--- src/rtl/stack_queue_buf_pkg.sv ---
// stack_queue_pkg: mode encoding and count/pointer width helpers shared by stack_queue_buf
package stack_queue_pkg;
    typedef enum logic {MODE_FIFO = 1'b0, MODE_LIFO = 1'b1} mode_e;
    function automatic int cnt_w(input int depth);
        return $clog2(depth) + 1;
    endfunction
    function automatic int ptr_w(input int depth);
        return $clog2(depth);
    endfunction
endpackage

--- src/rtl/stack_queue_buf_if.sv ---
// stack_queue_buf_if: producer/consumer bus of stack_queue_buf
// peek_data exists only when STACK_QUEUE_BUF_PEEK_EN is defined
interface stack_queue_buf_if
    import stack_queue_pkg::*;
#(
    parameter int WIDTH = 8,
    parameter int DEPTH = 8
);
    logic                    mode;
    logic                    push;
    logic                    pop;
    logic                    clr_err;
    logic [WIDTH-1:0]        data_in;
    logic [WIDTH-1:0]        data_out;
    logic                    out_valid;
    logic [cnt_w(DEPTH)-1:0] count;
    logic                    full;
    logic                    empty;
    logic                    almost_full;
    logic                    overflow;
    logic                    underflow;
`ifdef STACK_QUEUE_BUF_PEEK_EN
    logic [WIDTH-1:0]        peek_data;
    modport master (output mode, push, pop, clr_err, data_in,
                    input data_out, out_valid, count, full, empty, almost_full, overflow, underflow, peek_data);
    modport slave  (input mode, push, pop, clr_err, data_in,
                    output data_out, out_valid, count, full, empty, almost_full, overflow, underflow, peek_data);
`else
    modport master (output mode, push, pop, clr_err, data_in,
                    input data_out, out_valid, count, full, empty, almost_full, overflow, underflow);
    modport slave  (input mode, push, pop, clr_err, data_in,
                    output data_out, out_valid, count, full, empty, almost_full, overflow, underflow);
`endif
endinterface

--- src/rtl/stack_queue_buf_mem.sv ---
// sqb_mem: DEPTH x WIDTH register file, one synchronous write port, one asynchronous read port
module sqb_mem
    import stack_queue_pkg::*;
#(
    parameter int WIDTH = 8,
    parameter int DEPTH = 8
) (
    input  logic                      clk,
    input  logic                      we_i,
    input  logic [ptr_w(DEPTH)-1:0]   waddr_i,
    input  logic [WIDTH-1:0]          wdata_i,
    input  logic [ptr_w(DEPTH)-1:0]   raddr_i,
    output logic [WIDTH-1:0]          rdata_o
);
    logic [WIDTH-1:0] mem_q [DEPTH];
    always_ff @(posedge clk)
        if (we_i) mem_q[waddr_i] <= wdata_i;
    assign rdata_o = mem_q[raddr_i];
endmodule

--- src/rtl/stack_queue_buf.sv ---
// stack_queue_buf: run-time selectable LIFO/FIFO buffer with occupancy, almost-full and sticky error flags
// Define STACK_QUEUE_BUF_PEEK_EN to expose the combinational peek_data output
module stack_queue_buf
    import stack_queue_pkg::*;
#(
    parameter int WIDTH     = 8,
    parameter int DEPTH     = 8,
    parameter int AFULL_LVL = DEPTH - 1
) (
    input  logic              clk,
    input  logic              reset_n,
    stack_queue_buf_if.slave  bus
);
    localparam int CW = cnt_w(DEPTH);
    localparam int AW = ptr_w(DEPTH);
    logic [CW-1:0]    count_q, count_d;
    logic [AW-1:0]    rd_ptr_q, rd_ptr_d, wr_ptr_q, wr_ptr_d;
    mode_e            mode_q, mode_d;
    logic [WIDTH-1:0] data_out_q, data_out_d;
    logic             out_valid_q, out_valid_d;
    logic             overflow_q, overflow_d;
    logic             underflow_q, underflow_d;
    logic             is_empty, lifo, pop_ok, push_ok;
    logic [AW-1:0]    top_m1, waddr, raddr;
    logic [WIDTH-1:0] rdata;
    // The read port always points at the next entry to pop, so it doubles as the peek source
    always_comb begin
        is_empty    = count_q == '0;
        mode_d      = is_empty ? mode_e'(bus.mode) : mode_q;
        lifo        = mode_d == MODE_LIFO;
        pop_ok      = bus.pop & !is_empty;
        push_ok     = bus.push & ((count_q != CW'(DEPTH)) | pop_ok);
        top_m1      = AW'(count_q - 1'b1);
        raddr       = lifo ? top_m1 : rd_ptr_q;
        waddr       = lifo ? (pop_ok ? top_m1 : AW'(count_q)) : wr_ptr_q;
        count_d     = count_q + CW'(push_ok) - CW'(pop_ok);
        rd_ptr_d    = (!lifo && pop_ok) ? rd_ptr_q + 1'b1 : rd_ptr_q;
        wr_ptr_d    = (!lifo && push_ok) ? wr_ptr_q + 1'b1 : wr_ptr_q;
        data_out_d  = pop_ok ? rdata : data_out_q;
        out_valid_d = pop_ok;
        overflow_d  = (bus.push & !push_ok) | (overflow_q & !bus.clr_err);
        underflow_d = (bus.pop & !pop_ok) | (underflow_q & !bus.clr_err);
    end
    always_ff @(posedge clk or negedge reset_n) begin
        if (!reset_n) begin
            count_q     <= '0;
            rd_ptr_q    <= '0;
            wr_ptr_q    <= '0;
            mode_q      <= MODE_FIFO;
            data_out_q  <= '0;
            out_valid_q <= 1'b0;
            overflow_q  <= 1'b0;
            underflow_q <= 1'b0;
        end else begin
            count_q     <= count_d;
            rd_ptr_q    <= rd_ptr_d;
            wr_ptr_q    <= wr_ptr_d;
            mode_q      <= mode_d;
            data_out_q  <= data_out_d;
            out_valid_q <= out_valid_d;
            overflow_q  <= overflow_d;
            underflow_q <= underflow_d;
        end
    end
    sqb_mem #(.WIDTH(WIDTH), .DEPTH(DEPTH)) u_mem (
        .clk     (clk),
        .we_i    (push_ok),
        .waddr_i (waddr),
        .wdata_i (bus.data_in),
        .raddr_i (raddr),
        .rdata_o (rdata)
    );
    assign bus.data_out    = data_out_q;
    assign bus.out_valid   = out_valid_q;
    assign bus.count       = count_q;
    assign bus.full        = count_q == CW'(DEPTH);
    assign bus.empty       = is_empty;
    assign bus.almost_full = count_q >= CW'(AFULL_LVL);
    assign bus.overflow    = overflow_q;
    assign bus.underflow   = underflow_q;
`ifdef STACK_QUEUE_BUF_PEEK_EN
    assign bus.peek_data   = rdata;
`endif
endmodule

--- src/flat_wrapper.sv ---
// flat-port wrapper written by rule: the top's interface ports become plain ports
module stack_queue_buf_flat import stack_queue_pkg::*;
#(
    parameter int WIDTH     = 8,
    parameter int DEPTH     = 8,
    parameter int AFULL_LVL = DEPTH - 1
)
  (clk, reset_n, bus_mode, bus_push, bus_pop, bus_clr_err, bus_data_in, bus_data_out, bus_out_valid, bus_count, bus_full, bus_empty, bus_almost_full, bus_overflow, bus_underflow);
  stack_queue_buf_if #(.WIDTH(WIDTH), .DEPTH(DEPTH)) bus_i ();
  input  logic clk;
  input  logic reset_n;
  input wire logic [$bits(bus_i.mode)-1:0] bus_mode;
  input wire logic [$bits(bus_i.push)-1:0] bus_push;
  input wire logic [$bits(bus_i.pop)-1:0] bus_pop;
  input wire logic [$bits(bus_i.clr_err)-1:0] bus_clr_err;
  input wire logic [$bits(bus_i.data_in)-1:0] bus_data_in;
  output wire logic [$bits(bus_i.data_out)-1:0] bus_data_out;
  output wire logic [$bits(bus_i.out_valid)-1:0] bus_out_valid;
  output wire logic [$bits(bus_i.count)-1:0] bus_count;
  output wire logic [$bits(bus_i.full)-1:0] bus_full;
  output wire logic [$bits(bus_i.empty)-1:0] bus_empty;
  output wire logic [$bits(bus_i.almost_full)-1:0] bus_almost_full;
  output wire logic [$bits(bus_i.overflow)-1:0] bus_overflow;
  output wire logic [$bits(bus_i.underflow)-1:0] bus_underflow;
  assign bus_i.mode = bus_mode;
  assign bus_i.push = bus_push;
  assign bus_i.pop = bus_pop;
  assign bus_i.clr_err = bus_clr_err;
  assign bus_i.data_in = bus_data_in;
  assign bus_data_out = bus_i.data_out;
  assign bus_out_valid = bus_i.out_valid;
  assign bus_count = bus_i.count;
  assign bus_full = bus_i.full;
  assign bus_empty = bus_i.empty;
  assign bus_almost_full = bus_i.almost_full;
  assign bus_overflow = bus_i.overflow;
  assign bus_underflow = bus_i.underflow;
  stack_queue_buf #(.WIDTH(WIDTH), .DEPTH(DEPTH), .AFULL_LVL(AFULL_LVL)) u_core (.clk(clk), .reset_n(reset_n), .bus(bus_i));
endmodule
--- config.mk ---
export PLATFORM = sky130hd
export DESIGN_NAME = stack_queue_buf_flat
export DESIGN_NICKNAME = d
export VERILOG_FILES = /design/src/rtl/stack_queue_buf_pkg.sv /design/src/rtl/stack_queue_buf_if.sv /design/src/rtl/stack_queue_buf_mem.sv /design/src/rtl/stack_queue_buf.sv /design/src/flat_wrapper.sv
export SDC_FILE = /design/constraint.sdc
export NUM_CORES = 1
export LEC_CHECK = 0
export ABC_AREA = 1
export CORE_MARGIN = 2
export CORE_UTILIZATION = 45
export CTS_CLUSTER_DIAMETER = 30
export DETAILED_ROUTE_END_ITERATION = 16
export PLACE_DENSITY = 0.67
export SETUP_SLACK_MARGIN = 0.1
export SLEW_MARGIN = 20
export SYNTH_ARGS = -nofsm -noshare
export SYNTH_HDL_FRONTEND = slang
export SYNTH_SLANG_ARGS = --single-unit
--- constraint.sdc ---
create_clock -name clk -period 5.15 [get_ports clk]
set_clock_uncertainty 0.1 [all_clocks]
set_input_delay 1.03 -clock clk [delete_from_list [all_inputs] [get_ports clk]]
set_output_delay 1.03 -clock clk [all_outputs]
set_load 0.05 [all_outputs]
# After elaboration in Yosys (flattened, before gate mapping)
# Memories as Yosys holds them, arrays and structs flattened. A register that Yosys moved wholly into a read port is not among the register bits.
# Cells that the tools add are included.
op_classes:
  eq_ne: 2
  muxes: 6
  bitwise_logic: 9
  magnitude_cmp: 1
  addsub: 5
  n_reduce_logical: 9
ops:
  columns: ["cell", "n"]
  rows:
  - ["3-bit two-way mux", 3]
  - ["3-bit by 1-bit adder with 3-bit output (second input constant)", 2]
  - ["1-bit bitwise AND", 6]
  - ["1-bit zero test", 6]
  - ["4-bit by 1-bit adder with 4-bit output", 1]
  - ["4-bit equality test (second input constant)", 1]
  - ["4-bit by 3-bit >= comparator with 1-bit output (second input constant)", 1]
  - ["4-bit zero test", 1]
  - ["4-bit inequality test (second input constant)", 1]
  - ["4-bit by 1-bit subtractor with 4-bit output", 1]
  - ["1-bit two-way mux", 3]
  - ["1-bit OR", 3]
  - ["3-bit by 1-bit subtractor with 3-bit output (second input constant)", 1]
  - ["1-bit logical AND", 2]
totals:
  output_inout_bits: 18
  input_bits: 14
  memories: 1
  word_cells: 40
  reg_bits: 14
  ramBits: 64
mem_list:
  columns: ["memory", "words", "width", "read_ports", "rd_clocked_by_memory_dff", "write_ports", "line_no", "rtl"]
  rows:
  - ["u_core.u_mem.mem_q", 8, 8, 1, 1, 1, "stack_queue_buf_mem.sv:15", "logic [WIDTH-1:0] mem_q [DEPTH];"]

# Depth between registers and ports, before layout
depth:
  depth_word: 8
  ltp_mapped: 13
  mapped_depth_nobuf: 12

# Hierarchy
# From an unflattened synthesis, not the netlist that was laid out.
unflattened:
  cells_unflattened: 444
  area_unflattened_um2: 4127.7
by_module_without_submodules:
  columns: ["mod", "instances", "seq_area_each_um2", "cells_per_inst", "area_each_um2"]
  rows:
  - ["sqb_mem", 1, 1921.8, 295, 2890.3]
  - ["stack_queue_buf", 1, 550.5, 149, 1237.4]

# Worst setup path after synthesis
# Ideal clock, no wire load.
synth_path:
  path_kind: "reg-to-reg"
  from: "register u_core.count_q[1], in the netlist u_core.bus.count[1]"
  to: "memory u_core.u_mem.mem_q[0][0], enable pin"
  path_stages_with_launch: 11
  slack_ps: 2365
  arrival_time_ps: 2315
  cell_sequence: "dfrtp_1 inv_1 ha_1 nand2_2 nand2_1 buf_2 o211ai_1 o21ai_0 inv_1 nand2_1 nor2_1"
synth_between:
  elab_chain_len: 7
  word_cells_on_any_way: 12
  cone_classes: "1 x add/sub; 1 x eq/ne; 5 x mux; 3 x bitwise; 2 x reduce/logical"
synth_rtl:
  columns: ["item", "line_no", "rtl"]
  rows:
  - ["start, declared", "stack_queue_buf.sv:16", "logic [CW-1:0] count_q, count_d;"]
  - ["start signal, assigned", "stack_queue_buf.sv:55", "count_q <= count_d;"]
  - ["4-bit zero test", "stack_queue_buf.sv:28", "is_empty = count_q == '0;"]
  - ["1-bit zero test", "stack_queue_buf.sv:31", "pop_ok = bus.pop & !is_empty;"]
  - ["1-bit bitwise AND", "stack_queue_buf.sv:31", null]
  - ["1-bit OR", "stack_queue_buf.sv:32", "push_ok = bus.push & ((count_q != CW'(DEPTH)) | pop_ok);"]
  - ["1-bit bitwise AND", "stack_queue_buf.sv:32", null]
  - ["1-bit two-way mux", "stack_queue_buf_mem.sv:17", "if (we_i) mem_q[waddr_i] <= wdata_i;"]
  - ["1-bit two-way mux (implied by the code)", "stack_queue_buf_mem.sv:17", null]
  - ["end, declared", "stack_queue_buf_mem.sv:15", null]
# Parallel ways exist; a longest one is shown, timed or not.

# Worst setup path in the final report
layout_path:
  from: "input bus_pop"
  to: "memory u_core.u_mem.mem_q[5][3], enable pin"
layout_between:
  elab_chain_len: 5
  word_cells_on_any_way: 7
  cone_classes: "4 x mux; 3 x bitwise"
layout_rtl:
  columns: ["item", "line_no", "rtl"]
  rows:
  - ["start, declared", "flat_wrapper.sv:14", "input wire logic [$bits(bus_i.pop)-1:0] bus_pop;"]
  - ["1-bit bitwise AND (*)", "stack_queue_buf.sv:31", null]
  - ["1-bit OR", "stack_queue_buf.sv:32", null]
  - ["1-bit bitwise AND", "stack_queue_buf.sv:32", null]
  - ["1-bit two-way mux", "stack_queue_buf_mem.sv:17", null]
  - ["1-bit two-way mux (implied by the code)", "stack_queue_buf_mem.sv:17", null]
# Mark *: on every way between the ends. The rest lies on a longest branch, timed or not.

==> reports/results.md <==
| Parameter | Value | Unit |
| --- | --- | --- |
| Final hold viol count | 0 | - |
| Via count | 2670 | - |
| Cell accounting for the most synthesized area | edfxtp_1 | - |
| Primary flip-flop cell chosen by synthesis mapping | edfxtp_1 | - |
| Starting utilization of the core area | 0.461 | - |
| H-tree depth reported by CTS | 3 | - |
| DR iter-0 viols | 291 | - |
| Resized cells post-CTS | 0 | - |
| Post-synthesis cell type count | 25 | - |
| Cells along the critical path | clkdlybuf4s50_1 -> nand2_1 -> inv_1 -> nand2_1 -> o211ai_1 -> o21ai_0 -> inv_1 -> nand2_1 -> nor2_1 | - |
| Status | completed | - |
| Count of input and output buffers | 31 | - |
| Maximum number of pins on one net before global-route repair | 23 | - |
| Clock latency of the later-clocked register in the worst-skew pair | 0.35 | ns |
| Worst Path Class, Setup | in2reg | - |
| Vias in the first global route | 2547 | - |
| Height of the die | 98.3 | um |
| Post-layout min period | 3.43 | ns |
| Initial antenna violation count | 0 | - |
| Cell at the slowest stage of the critical path | nor2_1 | - |
| Most frequently used cell type in the post-synthesis netlist | nand2_1 | - |
| Number of warnings reported in the yosys synthesis log | 0 | - |
| Footprint of the multi-input gates | 1210 | um2 |
| Total Nets Final | 433 | - |
| Total congestion overflow | 0 | - |
| Type of the most critical hold path | reg2reg | - |
| Proportion of netlist area held by the largest area contributor | 0.480 | - |
| X dimension of the die | 98.3 | um |
| Number of antenna cells inserted | 0 | - |
| Post-synthesis cell count | 377 | - |
| Num CTS Buffers | 9 | - |
| Worst setup EP type | flop | - |
| Critical Path Source Type | input port | - |
| Top area cells in the synthesized netlist | edfxtp_1, dfrtp_1, nand3_1, nand2_1, inv_1 | - |
| Number of flops mapped to enable cells by yosys | 64 | - |
| Commonest cells in the netlist | nand2_1, nand3_1, edfxtp_1, inv_1, nand3b_1 | - |
| Unrepaired setup endpoints after global routing | no | - |
| First-pass detailed-route iteration total | 4 | - |
| Die Outline Area | 9670 | um2 |
| Cell type group with the largest total delay on the critical path | simple AND/OR/NAND/NOR gates | - |
| FP Rows | 34 | - |
| Register area | 2470 | um2 |
| Hold buffers post-CTS | 0 | - |
| Post-synthesis sequential element count | 86 | - |
| Global-route wire length before repair | 14000 | um |
| Per-cell via count in the routed design | 5.14 | - |
| Number of nets produced by synthesis | 403 | - |
| Critical-path maximum fanout | 15 | - |
| Root Buffer | clkbuf_8 | - |
| Fraction of layout cells with a size suffix above 1 | 0.0681 | - |
| Setup TNS | 0 | ns |
| Area of the core | 8680 | um2 |
| Synthesis-to-layout area growth | 14.5 | % |
| Total routed wirelength | 8680 | um |
| Final setup fails | 0 | - |
| I/O pin count | 32 | - |
| Number of max-cap violations | 0 | - |
| Clock tree from TritonCTS | yes | - |
| Cell type with the highest occurrence count on the critical path | nand2_1 | - |
| Critical Path AT | 3.31 | ns |
| Detailed-placement wirelength estimate | 6200 | um |
| Fillers | 773 | - |
| Cell area after technology mapping | 4000 | um2 |
| Worst-margin pin slew | 0.704 | ns |
| Number of max-slew violations in the final report | 0 | - |
| Residual antenna-violating net count after detailed routing | 0 | - |
| Number of DRC violations after detailed routing | 0 | - |
| Gpl congestion | 0.867 | - |
| Worst slew margin | 0.529 | - |
| Async S/R FF share, synth | 0.256 | - |
| Max stage delay on crit path | 0.54 | ns |
| CTS clock-pin slew for the worst setup and hold paths | 0.08 | ns |
| Postcts setup bufs | 0 | - |
| Proportion of synthesized chip area in sequential cells | 0.617 | - |
| Clock sink count | 86 | - |
| Setup slack on the worst flop-to-flop path | 1.89 | ns |
| F_max | 292 | MHz |
| Average cell area after synthesis | 10.6 | um2 |
| Period utilization | 0.666 | - |
| Overall fraction of global-route tracks in use | 0.190 | - |
| Post-detailed-route wirelength per cell | 16.7 | um |
| Required time of the critical path | 5.04 | ns |
| Maximum buffer depth of the clock tree | 2 | - |
| Number of buffer and inverter stages on the critical path | 3 | - |
## final timing paths
kind	cells past startpoint	to	from
worst max-delay path	9	u_core.u_mem.mem_q[5][3]$_DFFE_PP_	bus_pop
worst min-delay path	2	u_core.bus.data_out[6]$_DFFE_PN0P_	u_core.bus.data_out[6]$_DFFE_PN0P_
worst max register to register	10	u_core.u_mem.mem_q[5][3]$_DFFE_PP_	u_core.bus.count[1]$_DFF_PN0_
worst min register to register	2	u_core.bus.data_out[6]$_DFFE_PN0P_	u_core.bus.data_out[6]$_DFFE_PN0P_
max in group asynchronous	1	u_core.bus.data_out[2]$_DFFE_PN0P_	reset_n
min in group asynchronous	1	u_core.bus.count[2]$_DFF_PN0_	reset_n
## registers in the layout (all words and copies together) (netlist names)
register,count
u_core.u_mem.mem_q,64
u_core.bus.data_out,8
u_core.bus.count,4
u_core.rd_ptr_q,3
u_core.wr_ptr_q,3
u_core.bus.out_valid,1
u_core.bus.overflow,1
u_core.bus.underflow,1
u_core.mode_q,1
## placed cells by master, fill, tap and decap left out, drive strengths merged
master	Yosys	routed
nand2	78	78
nand3	70	70
edfxtp	64	64
inv	62	63
clkdlybuf4s50	0	30
nand3b	24	24
dfrtp	22	22
nor2	11	11
ha	11	11
clkbuf	0	10
o21ai	6	6
xnor2	4	4
a21oi	3	3
xor2	3	3
buf	14	3
o211ai	2	2
bufinv	0	2
clkinvlp	0	2
o32ai	1	1
mux2	1	1
fa	1	1
## routing by layer
layer  share of wire  global-route usage
met2            0.47               0.291
met4           0.017              0.0622
met5               0                   0
met3           0.067              0.0344
met1            0.45               0.277
## tightest hold or removal path, cell delays in order (launching register included)
cell and delay, ns:
dfrtp_1 0.35, nand2_1 0.05, nand2_1 0.05
## logic make-up after synthesis
logic type	synth area share
buffers and inverters	0.0806
multiplexers	0.00281
AND/OR/NAND/NOR	0.222
adder cells (fa/ha/maj)	0.0394
XOR/XNOR	0.0153
flip-flops	0.617
AO/OA/AOI/OAI	0.0228
## final cells by class
cell class,instances,area share
Clock buffer,10,0.0278
Inverter,62,0.0513
Timing Repair Buffer,33,0.0699
Tap cell,108,0.0295
Multi-Input combinational cell,215,0.264
Sequential cell,86,0.539
Clock inverter,5,0.0183
## metrics by stage
stage / hold slack (ns) / instances / util / cell area [um2] / setup WS (ns)
3_5_place_dp: 0.366 / 504 / 0.504 / 4380 / 1.34
6_report: 0.381 / 519 / 0.528 / 4580 / 1.72
2_1_floorplan: 0.340 / 377 / - / 4000 / 2.36
4_1_cts: 0.388 / 519 / 0.529 / 4590 / 1.70
5_1_grt: 0.408 / 519 / 0.528 / 4580 / 1.47
3_3_place_gp: 0.367 / 504 / 0.504 / 4380 / 1.47
Power is left out: the tool's default activity adds up to more than one toggle a clock period on the data nets, which glitch-free logic cannot reach.
